<file path="src/rtl/ifetch_pkg.sv">
// Shared definitions for the instruction fetch unit: datapath widths,
// default boot address and the fetch-state encoding.
package ifetch_pkg;

    localparam int XLEN       = 32;
    localparam int INST_BYTES = 4;

    localparam logic [XLEN-1:0] DEFAULT_RESET_ADDR = 32'h0000_0000;

    typedef enum logic [2:0] {
        IDLE,
        REQ,
        WAIT,
        HOLD,
        DRAIN,
        HALTED
    } fetch_state_t;

endpackage

</file>
<file path="src/rtl/ifetch.sv">
// Instruction fetch unit: issues one word read at a time, hands the result to
// decode with a valid/ready hold, and follows redirects, halts and traps.
module ifetch
    import ifetch_pkg::*;
#(
    parameter logic [XLEN-1:0] RESET_ADDR = DEFAULT_RESET_ADDR
) (
    input  logic            i_clk,
    input  logic            i_rst,
    output logic            o_imem_ren,
    output logic [XLEN-1:0] o_imem_raddr,
    input  logic            i_imem_valid,
    input  logic [XLEN-1:0] i_imem_rdata,
    output logic [XLEN-1:0] o_inst,
    output logic [XLEN-1:0] o_inst_pc,
    output logic            o_inst_valid,
    input  logic            i_inst_ready,
    input  logic            i_redirect,
    input  logic [XLEN-1:0] i_redirect_target,
    input  logic            i_halt,
    output logic            o_fetch_trap,
    output logic            o_halted
);

    fetch_state_t    state, state_next;
    logic [XLEN-1:0] pc, pc_next, pc_plus;
    logic [XLEN-1:0] inst_next, inst_pc_next;
    logic            inst_valid_next, trap_next;
    logic            target_misaligned;

    assign pc_plus           = pc + XLEN'(INST_BYTES);
    assign target_misaligned = (i_redirect_target[1:0] != 2'b00);

    assign o_imem_ren   = (state == REQ);
    assign o_imem_raddr = (state == REQ) ? pc : '0;
    assign o_halted     = (state == HALTED);

    always_comb begin
        state_next      = state;
        pc_next         = pc;
        inst_next       = o_inst;
        inst_pc_next    = o_inst_pc;
        inst_valid_next = o_inst_valid;
        trap_next       = o_fetch_trap;

        // Halt beats any redirect; a bad redirect target stops fetch for good.
        if (i_halt) begin
            inst_valid_next = 1'b0;
            state_next      = HALTED;
        end else if (state != HALTED && i_redirect && target_misaligned) begin
            trap_next       = 1'b1;
            inst_valid_next = 1'b0;
            state_next      = HALTED;
        end else begin
            case (state)
                IDLE: begin
                    state_next = REQ;
                    if (i_redirect) begin
                        pc_next = i_redirect_target;
                    end
                end
                REQ: begin
                    state_next = WAIT;
                    if (i_redirect) begin
                        pc_next         = i_redirect_target;
                        inst_valid_next = 1'b0;
                        state_next      = REQ;
                    end
                end
                WAIT: begin
                    if (i_redirect) begin
                        pc_next    = i_redirect_target;
                        state_next = i_imem_valid ? REQ : DRAIN;
                    end else if (i_imem_valid) begin
                        inst_next       = i_imem_rdata;
                        inst_pc_next    = pc;
                        inst_valid_next = 1'b1;
                        pc_next         = pc_plus;
                        state_next      = HOLD;
                    end
                end
                HOLD: begin
                    if (i_redirect) begin
                        pc_next         = i_redirect_target;
                        inst_valid_next = 1'b0;
                        state_next      = REQ;
                    end else if (i_inst_ready) begin
                        inst_valid_next = 1'b0;
                        state_next      = REQ;
                    end
                end
                // The stale response is swallowed here before fetching resumes.
                DRAIN: begin
                    if (i_redirect) begin
                        pc_next = i_redirect_target;
                    end
                    if (i_imem_valid) begin
                        state_next = REQ;
                    end
                end
                HALTED: begin
                    state_next = HALTED;
                end
                default: begin
                    state_next = IDLE;
                end
            endcase
        end
    end

    always_ff @(posedge i_clk or posedge i_rst) begin
        if (i_rst) begin
            state        <= IDLE;
            pc           <= RESET_ADDR;
            o_inst       <= '0;
            o_inst_pc    <= '0;
            o_inst_valid <= 1'b0;
            o_fetch_trap <= 1'b0;
        end else begin
            state        <= state_next;
            pc           <= pc_next;
            o_inst       <= inst_next;
            o_inst_pc    <= inst_pc_next;
            o_inst_valid <= inst_valid_next;
            o_fetch_trap <= trap_next;
        end
    end

endmodule
</file>
<file path="config.mk">
export PLATFORM = sky130hd
export DESIGN_NAME = ifetch
export DESIGN_NICKNAME = d
export VERILOG_FILES = /design/src/rtl/ifetch_pkg.sv /design/src/rtl/ifetch.sv
export SDC_FILE = /design/constraint.sdc
export NUM_CORES = 1
export LEC_CHECK = 0
export ABC_AREA = 1
export CORE_ASPECT_RATIO = 1.4
export CORE_UTILIZATION = 50
export DETAILED_ROUTE_END_ITERATION = 8
export PLACE_DENSITY = 0.94
export SLEW_MARGIN = 10
export SYNTH_ARGS = -nofsm -noshare
export SYNTH_HDL_FRONTEND = slang
export SYNTH_SLANG_ARGS = --single-unit
</file>
<file path="constraint.sdc">
create_clock -name i_clk -period 9.2 [get_ports i_clk]
set_input_delay 0.92 -clock i_clk [delete_from_list [all_inputs] [get_ports i_clk]]
set_output_delay 0.92 -clock i_clk [all_outputs]
set_load 0.01 [all_outputs]
</file>
* Word-level counts from Yosys, hierarchy flattened *
Index checks and enable logic that the tools add are counted.

word-level totals
  bits of input ports = 70
  flip-flop bits (word level) = 101
  output and inout port bits = 100
  logic and storage cells = 59

operators by class
  reduce and logical (&&, ||, !) cells = 12
  add/sub/neg operators = 1
  bitwise operators = 3
  muxes and demuxes = 23
  eq/ne operators = 14

operator list
  kind                                                                     number
  32-bit two-way mux                                                       4
  32-bit one-hot mux with 2 select lines                                   1
  32-bit by 3-bit adder with 32-bit output, second input constant          1
  3-bit two-way mux                                                        8
  3-bit one-hot mux with 6 select lines                                    1
  5-bit AND reduction                                                      3
  4-bit inequality test, second input constant                             3
  5-bit inequality test, second input constant                             2
  1-bit two-way mux                                                        7
  3-bit by 2-bit equality test with 1-bit output, second input constant    2
  3-bit equality test, second input constant                               2
  3-bit inequality test, second input constant                             2
  5-bit nonzero test                                                       1
  4-bit by 1-bit inequality test with 1-bit output, second input constant  1
  2-bit nonzero test                                                       2
  4-bit OR reduction                                                       1
  3-bit by 1-bit equality test with 1-bit output, second input constant    1
  3-bit zero test                                                          1
  1-bit inverter                                                           3
  1-bit one-hot mux with 3 select lines                                    1
  3-bit AND reduction                                                      1
  1-bit logical AND                                                        2
  2-bit two-way mux                                                        1
  2-bit by 1-bit inequality test with 1-bit output, second input constant  1
  2-bit AND reduction                                                      1

* Depth between registers and ports, before layout *
Gate-level depths: netlist of run 1.

  depth in word-level cells = 5
  depth in mapped cells = 12
  depth with buffers taken out = 10

* Worst setup path before layout of run 1 *
Ideal clock, no wire load.

  path type = input-to-reg
  start = in i_redirect
  end = reg o_inst[0]
  arrival = 2029 ps
  data required time = 9083 ps
  stages = 11
  setup time = 117 ps
  path slack = 7055 ps
  path buffers = 3
  cells stage by stage = buf_2 inv_1 nor2_1 nand2_1 nand2_2 nor3_4 inv_2 buf_6 buf_6 nand2_1 nand2_1

between the ends
  longest elaborated chain between the ends = 4
  elaborated cells between the ends (all ways) = 5
  classes of those cells = bitwise: 2; reduce/logical: 3

RTL lines
  item                                    line           source
  from (decl)                             ifetch.sv:18   input logic i_redirect,
  1-bit logical AND (2 in series)         ifetch.sv:50   end else if (state != HALTED && i_redirect && target_misaligned) begin
  1-bit inverter (no source line)         --
  5-bit AND reduction (no source line) *  --
  to (signal assigned)                    ifetch.sv:122  o_inst <= inst_next;
  to (decl)                               ifetch.sv:14   output logic [XLEN-1:0] o_inst,

Mark *: on every way between the ends. The rest lies on a longest branch, timed or not.
A chain may end at the register's enable or synchronous reset.

* Worst setup path in the final report of run 1 *
  start = reg state[0]
  end = out o_imem_raddr[14]

between the ends
  longest elaborated chain between the ends = 2

RTL lines
  item                                            line           source
  from (decl)                                     ifetch.sv:25   fetch_state_t state, state_next;
  from (signal assigned)                          ifetch.sv:120  state <= state_next;
  3-bit by 1-bit equality test with 1-bit output  ifetch.sv:35   assign o_imem_raddr = (state == REQ) ? pc : '0;
  32-bit two-way mux                              ifetch.sv:35
  to (decl)                                       ifetch.sv:11   output logic [XLEN-1:0] o_imem_raddr,

Every way passes these cells.

==> results of run 1 <==
[how the worst max path moves through the flow]
| stage | endpoint | cells after the start |
|---|---|---|
| finish | o_imem_raddr[14] | 5 |
| global route | o_imem_raddr[14] | 5 |
| CTS | o_imem_raddr[14] | 5 |
| detailed placement | o_inst_pc[30] | 10 |
| global placement | o_inst_pc[0] | 10 |
| floorplan | o_fetch_trap | 1 |
[layout make-up]
class	count	share of cell area
timing repair buffer	174	0.237
inverter	51	0.0266
clock inverter	7	0.00773
tap	135	0.0232
multi-input combinational	575	0.327
clock buffer	9	0.0309
sequential	101	0.347
[tightest hold or removal path: stages (launching register included)]
cell and delay [ns]:
dfrtp_1 0.34, nand2_1 0.05, nand2_1 0.05
[stage by stage]
stage | util | std cells | total power [mW] | setup WS [ns] | cell area [um2]
2_1_floorplan | - | 755 | 0.471 | 5.63 | 5240
3_3_place_gp | 0.696 | 1036 | 0.507 | 5.66 | 7000
3_5_place_dp | 0.696 | 1036 | 0.507 | 5.57 | 7000
4_1_cts | 0.724 | 1052 | 0.864 | 5.56 | 7280
5_1_grt | 0.724 | 1052 | 0.887 | 5.30 | 7280
6_report | 0.724 | 1052 | 0.862 | 5.54 | 7280
[registers in the layout, indices dropped and copies added, names as in the netlist]
register and cells:
o_inst 32, o_inst_pc 32, pc 32, state 3, o_fetch_trap 1, o_inst_valid 1
[cell families (layout without fill, tap and decap cells)]
| group | after synthesis | after routing | synth area share |
|---|---|---|---|
| AO/OA/AOI/OAI | 59 | 59 | 0.0589 |
| XOR/XNOR | 4 | 4 | 0.00668 |
| adder cells (fa/ha/maj) | 1 | 1 | 0.00239 |
| buffers and inverters | 79 | 241 | 0.0649 |
| flip-flops | 101 | 101 | 0.482 |
| AND/OR/NAND/NOR | 511 | 511 | 0.385 |
[report_power, final]
| group | leakage, nW | switching (mW) | internal, mW | total, mW |
|---|---|---|---|---|
| clock network | 0.130 | 0.177 | 0.187 | 0.364 |
| registers | 1.36 | 0 | 0.444 | 0.444 |
| logic | 1.83 | 0.0243 | 0.0303 | 0.0546 |
[placed cells by master, fill, tap and decap left out, types with 3 or more instances in the layout]
| cell type | count |
|---|---|
| inv_2 | 3 |
| inv_1 | 46 |
| o21ai_1 | 10 |
| nand4_1 | 6 |
| o21ai_0 | 41 |
| nand2_1 | 312 |
| clkbuf_16 | 9 |
| xor2_1 | 3 |
| a21oi_1 | 3 |
| nor2_1 | 139 |
| nand3_1 | 46 |
| dfrtp_1 | 101 |
| clkinvlp_4 | 3 |
| clkdlybuf4s50_1 | 169 |
| buf_4 | 5 |
[per-layer routing]
layer	up-vias	track usage	wire, um
li1	2650	-	-
met1	2552	0.349	5900
met2	305	0.535	8140
met3	79	0.0501	1300
met4	0	0.206	932
met5	-	0	0
==> out/qor.txt, run 1 <==
Slowest-stage cell, CP - nand2_1
Synth top area cells - dfrtp_1 (48%), nand2_1 (22%), nor2_1 (9.9%), nand3_1 (4.4%), o21ai_0 (3.9%)
RR Startpoint - state[0]
WHS Endpoint - o_inst[31]
Die Y - 123 um
Worst reg2reg endpoint - o_inst_pc[14]
Fraction of layout cells with a size suffix above 1 - 0.0316
Area share of the largest cell type after synthesis - 0.482
H-Tree Depth - 3
WL/cell - 15.5 um
MaxCap Viol Count - 0
CP dominant cell by count - nor2_1
Worst Hold Launch - o_inst[31]
Nets - 983
Synth Register Bits - 101
Setup slack, reg-to-reg - 6.50 ns
CTS Buf Count - 9
Buffer count from post-CTS setup fixing - 0
CTS Buffer Depth - 2
Max Freq - 0.273 GHz
Final setup fails - 0
Slew @ Worst Pin - 1.09 ns
RePlAce Congestion - 0.993
Crit-path max FO - 33
Global-route wire length before repair - 25.5 mm
TritonRoute pass-1 iters - 5
Power Dens Cells - 118 nW/um2
Synth Cell Area - 5240 um2
CTS tree - done
Yosys warning total - 0
Status - finished, final reports clean
CP top delay family - simple AND/OR/NAND/NOR gates
Vias per std cell - 5.31
Die Width - 88.6 um
Pin count of the biggest net entering global routing - 71
Clk Latency, worst-skew pair - 0.35 ns
CP Launch Point - state[0]
Max rail drop VDD - 99.7 uV
Worst Hold Depth - 2
WP buf/inv - 2
CTS resizes - 0
Grt ovf - 0
Synth cell count leaders - nand2_1 (312), nor2_1 (139), dfrtp_1 (101), inv_1 (47), nand3_1 (46)
Antenna violations before repair - 0
CTS Hold Bufs - 0
Area growth syn-to-layout - 38.9%
CP peak stage delay - 0.64 ns
CTS clock-pin slew for the worst setup and hold paths - 0.07 ns
Count of cell types in the netlist - 27
Unrepaired setup endpoints after global routing - false
Reg area - 2530 um2
Leakage - 3.32 nW
CP required - 8.28 ns
Fin crit share - 0.398
Port buffer count - 169
Routed vias - 5586
Final hold slack - 0.476 ns
Largest area contributor in the netlist - dfrtp_1
GRT Util Overall - 0.310
Top-count cell post-synth - nand2_1
Multi-input logic area - 2380 um2
Reg2Reg Depth - 11
Remaining DRCs - 0
Root buffer cell - clkbuf_16
Drt total wl - 16.3 mm
Setup TNS - 0 ns
Starting Density - 0.521
CP Cell Sequence - inv_2, nor2_1, nand2_1, nor2_1, clkdlybuf4s50_1
Top FF cell, synth - dfrtp_1
Syn_area_per_cell - 6.95 um2
Mapped Cells - 755
Period minus WS final - 3.66 ns
Data arrival, critical path - 2.74 ns
Number of synthesized flops with an enable pin - 0
Num Clock Sinks - 101
FP Rows - 43
Critical Path Source Type - flop
Final Hold Viols - 0
# fillers - 754
Number of global-route vias before repair - 5363
IO Pins - 170
Die area - 10900 um2
Ys async rst share - 1.00
Max_slew headroom - 0.269
Hold crit path type - reg2reg
Max-slew violation count - 0
Ant diodes - 0
Sequential area share after synthesis - 0.482
Worst Skew - 0.00688 ns
Initial DRC Count - 409
Core area - 10100 um2
Hpwl dp - 11.7 mm
Worst setup EP type - primary output
Net Count, Synth - 826
Setup CP Type - reg2out
Antenna Nets Post-Route - 0
Note: power is estimated with default switching activity, not from simulation.
==> inputs of run 2 (changes only) <==
- CORE_UTILIZATION: 50 -> 47
- PLACE_DENSITY: 0.94 -> 0.89
- clock period: 9.2 -> 3.4 ns (I/O delays scaled with it)
==> run 2 against run 1 <==
  * Combinational power rose to 2.7 times the previous value
  * Clock-buffer cell count grew 3
  * Sequential cell count is the same
  * Highest routed layer unchanged
  * Via count shrank 5.3%
  * Critical path type unchanged
  * Final cell count rose by 0.86%
  * Setup slack worse by 4.9 ns
  * First-iteration DRC count rose by 11%
  * Die area is 6.3% higher
  * Worst hold slack lost 0.17 ns
  * Clock skew up 0.0031 ns
  * Design area grew 0.96%
==> out/qor.txt, run 2 (same netlist as run 1, synthesis figures left out) <==
Most frequent cells in the layout - nand2_1 (312), clkdlybuf4s50_1 (169), nor2_1 (139), dfrtp_1 (101)
Cell Count, Final, Fillers Out - 1061 (+0.86%)
Core area - 10900 um2 (+8.0%)
CP dominant cell by count - nor2_1
Regs by FF count - o_inst: 32 flops, o_inst_pc: 32 flops, pc: 32 flops
GRT Max-Usage Layer - met2
Period minus WS final - 2.77 ns
Setup WS post-layout - 0.629 ns (-4.91 ns)
Setup slack, reg-to-reg - 1.35 ns (-5.15 ns)
CTS Hold Bufs - 0 (unchanged)
Antenna Nets Post-Route - 0 (unchanged)
Setup CP Type - reg2out
H-Tree Depth - 3 (unchanged)
Slowest-stage cell, CP - clkdlybuf4s50_1
Final Hold Viols - 0 (unchanged)
Max-slew violation count - 0 (unchanged)
Die area - 11600 um2 (+6.3%)
MaxCap Viol Count - 0 (unchanged)
Unrepaired setup endpoints after global routing - false
RR Startpoint - state[0]
GR Layer Usage met1 - 0.303 (-0.0467)
Max Freq - 0.361 GHz
Critical Path Source Type - flop
Hold crit path type - in2async
Reg area - 2530 um2 (unchanged)
GRT met2 Usage - 0.434 (-0.100)
Antenna violations before repair - 0 (unchanged)
RePlAce Congestion - 1.01 (+1.6%)
Max_slew headroom - 0.628 (+0.359)
TritonRoute pass-1 iters - 6 (+1)
Power Dens Cells - 329 nW/um2 (+180%)
Tot Pwr - 2.42 mW (+180%)
Root buffer cell - clkbuf_16
Port buffer count - 169 (unchanged)
Data arrival, critical path - 2.43 ns (-0.31 ns)
Routed vias - 5288 (-5.3%)
CTS clock-pin slew for the worst setup and hold paths - 0.07 ns (about the same)
Worst setup EP type - primary output
Vias per std cell - 4.98 (-6.1%)
Drt total wl - 14.0 mm (-14%)
Global-route wire length before repair - 23.3 mm (-8.6%)
Multi-input logic area - 2380 um2 (unchanged)
Final hold slack - 0.306 ns (-0.170 ns)
# fillers - 899 (+19%)
Nets - 986 (+0.31%)
Grt ovf - 0 (unchanged)
GRT Util Overall - 0.250 (-0.0601)
Die Width - 91.3 um (+3.1%)
DP Worst Slack - 0.899 ns (-4.67 ns)
Die Y - 127 um (+3.1%)
Leakage - 3.35 nW (+1.0%)
Max rail drop VDD - 261 uV (+160%)
Worst reg2reg endpoint - pc[25]
CTS Buf Count - 9 (unchanged)
Final setup fails - 0 (unchanged)
Fraction of layout cells with a size suffix above 1 - 0.0315 (-0.000103)
Ant diodes - 0 (unchanged)
IO Pins - 170 (unchanged)
Remaining DRCs - 0 (unchanged)
CP required - 3.06 ns (-5.22 ns)
Reg2Reg Depth - 11 (unchanged)
Number of global-route vias before repair - 4951 (-7.7%)
CTS resizes - 0 (unchanged)
Dpl cells - 1045 (+0.87%)
Pin count of the biggest net entering global routing - 80 (+13%)
Buffer count from post-CTS setup fixing - 0 (unchanged)
CP peak stage delay - 0.56 ns (-0.08 ns)
CTS tree - done
CTS Buffer Depth - 2 (unchanged)
Worst Skew - 0.0100 ns (+0.00312 ns)
Crit-path max FO - 21 (-36%)
Clk Latency, worst-skew pair - 0.34 ns (about the same)
Initial DRC Count - 454 (+11%)
CP Cell Sequence - nor2_1, nand2_1, buf_4, nor2_1, clkdlybuf4s50_1
Starting Density - 0.483 (-0.0386)
Setup TNS - 0 ns (unchanged)
Grt met3 use - 0.0458 (-0.00423)
FP Rows - 45 (+4.7%)
WL/cell - 13.2 um (-14%)
Slew @ Worst Pin - 0.556 ns (-0.538 ns)
Fin crit share - 0.815
Num Clock Sinks - 101 (unchanged)
Status - finished, final reports clean
Hpwl dp - 10.5 mm (-11%)
Commonest non-fill, non-tap cell in the layout - nand2_1
Area growth syn-to-layout - 40.3%
## run 2: changes by cell type in the layout (fill, tap and decap cells not counted), moves of 2 or more
cell / previous run / this run
buf_4: 5 / 7
bufinv_16: 0 / 2
clkbuf_1: 0 / 3
clkinvlp_4: 3 / 1
inv_6: 2 / 0
## run 2: layout make-up
cell class | instances | area share
multi-input cells | 575 | 0.324
repair buffers | 177 | 0.240
clock inverters | 4 | 0.00987
inverters | 51 | 0.0264
well taps | 141 | 0.0240
clock buffers | 12 | 0.0322
flip-flops and latches | 101 | 0.344
## run 2: worst max-delay path by stage
stage	from	end
after floorplan	i_rst	o_fetch_trap
after global placement	i_redirect	pc[11]
after detailed placement	i_redirect	pc[31]
after CTS	state[2]	o_imem_raddr[16]
after global routing	state[0]	o_imem_raddr[17]
final	state[2]	o_imem_raddr[16]
## run 2: layer usage
| layer | vias to the layer above | wire length (um) |
|---|---|---|
| li1 | 2660 | - |
| met5 | - | 0 |
| met4 | 0 | 487 |
| met1 | 2383 | 5870 |
| met3 | 40 | 813 |
| met2 | 205 | 6880 |
## run 2: stage by stage
step           instance area (um2)   util
2_1_floorplan                 5240      -
3_3_place_gp                  7050  0.648
3_5_place_dp                  7050  0.648
4_1_cts                       7350  0.677
5_1_grt                       7350  0.677
6_report                      7350  0.677
## run 2: power by group
part           switching, mW  leakage (nW)  internal (mW)  total [mW]
clock                  0.428         0.147          0.645        1.07
sequential                 0          1.36           1.20        1.20
combinational         0.0631          1.84         0.0841       0.147
total                  0.492          3.35           1.93        2.42
## run 2: worst max-delay path: cells and delay by family (launching register included)
family / cells / cell delay, ns
buf+inv: 2 / 0.90
flops: 1 / 0.47
simple gates: 3 / 0.72
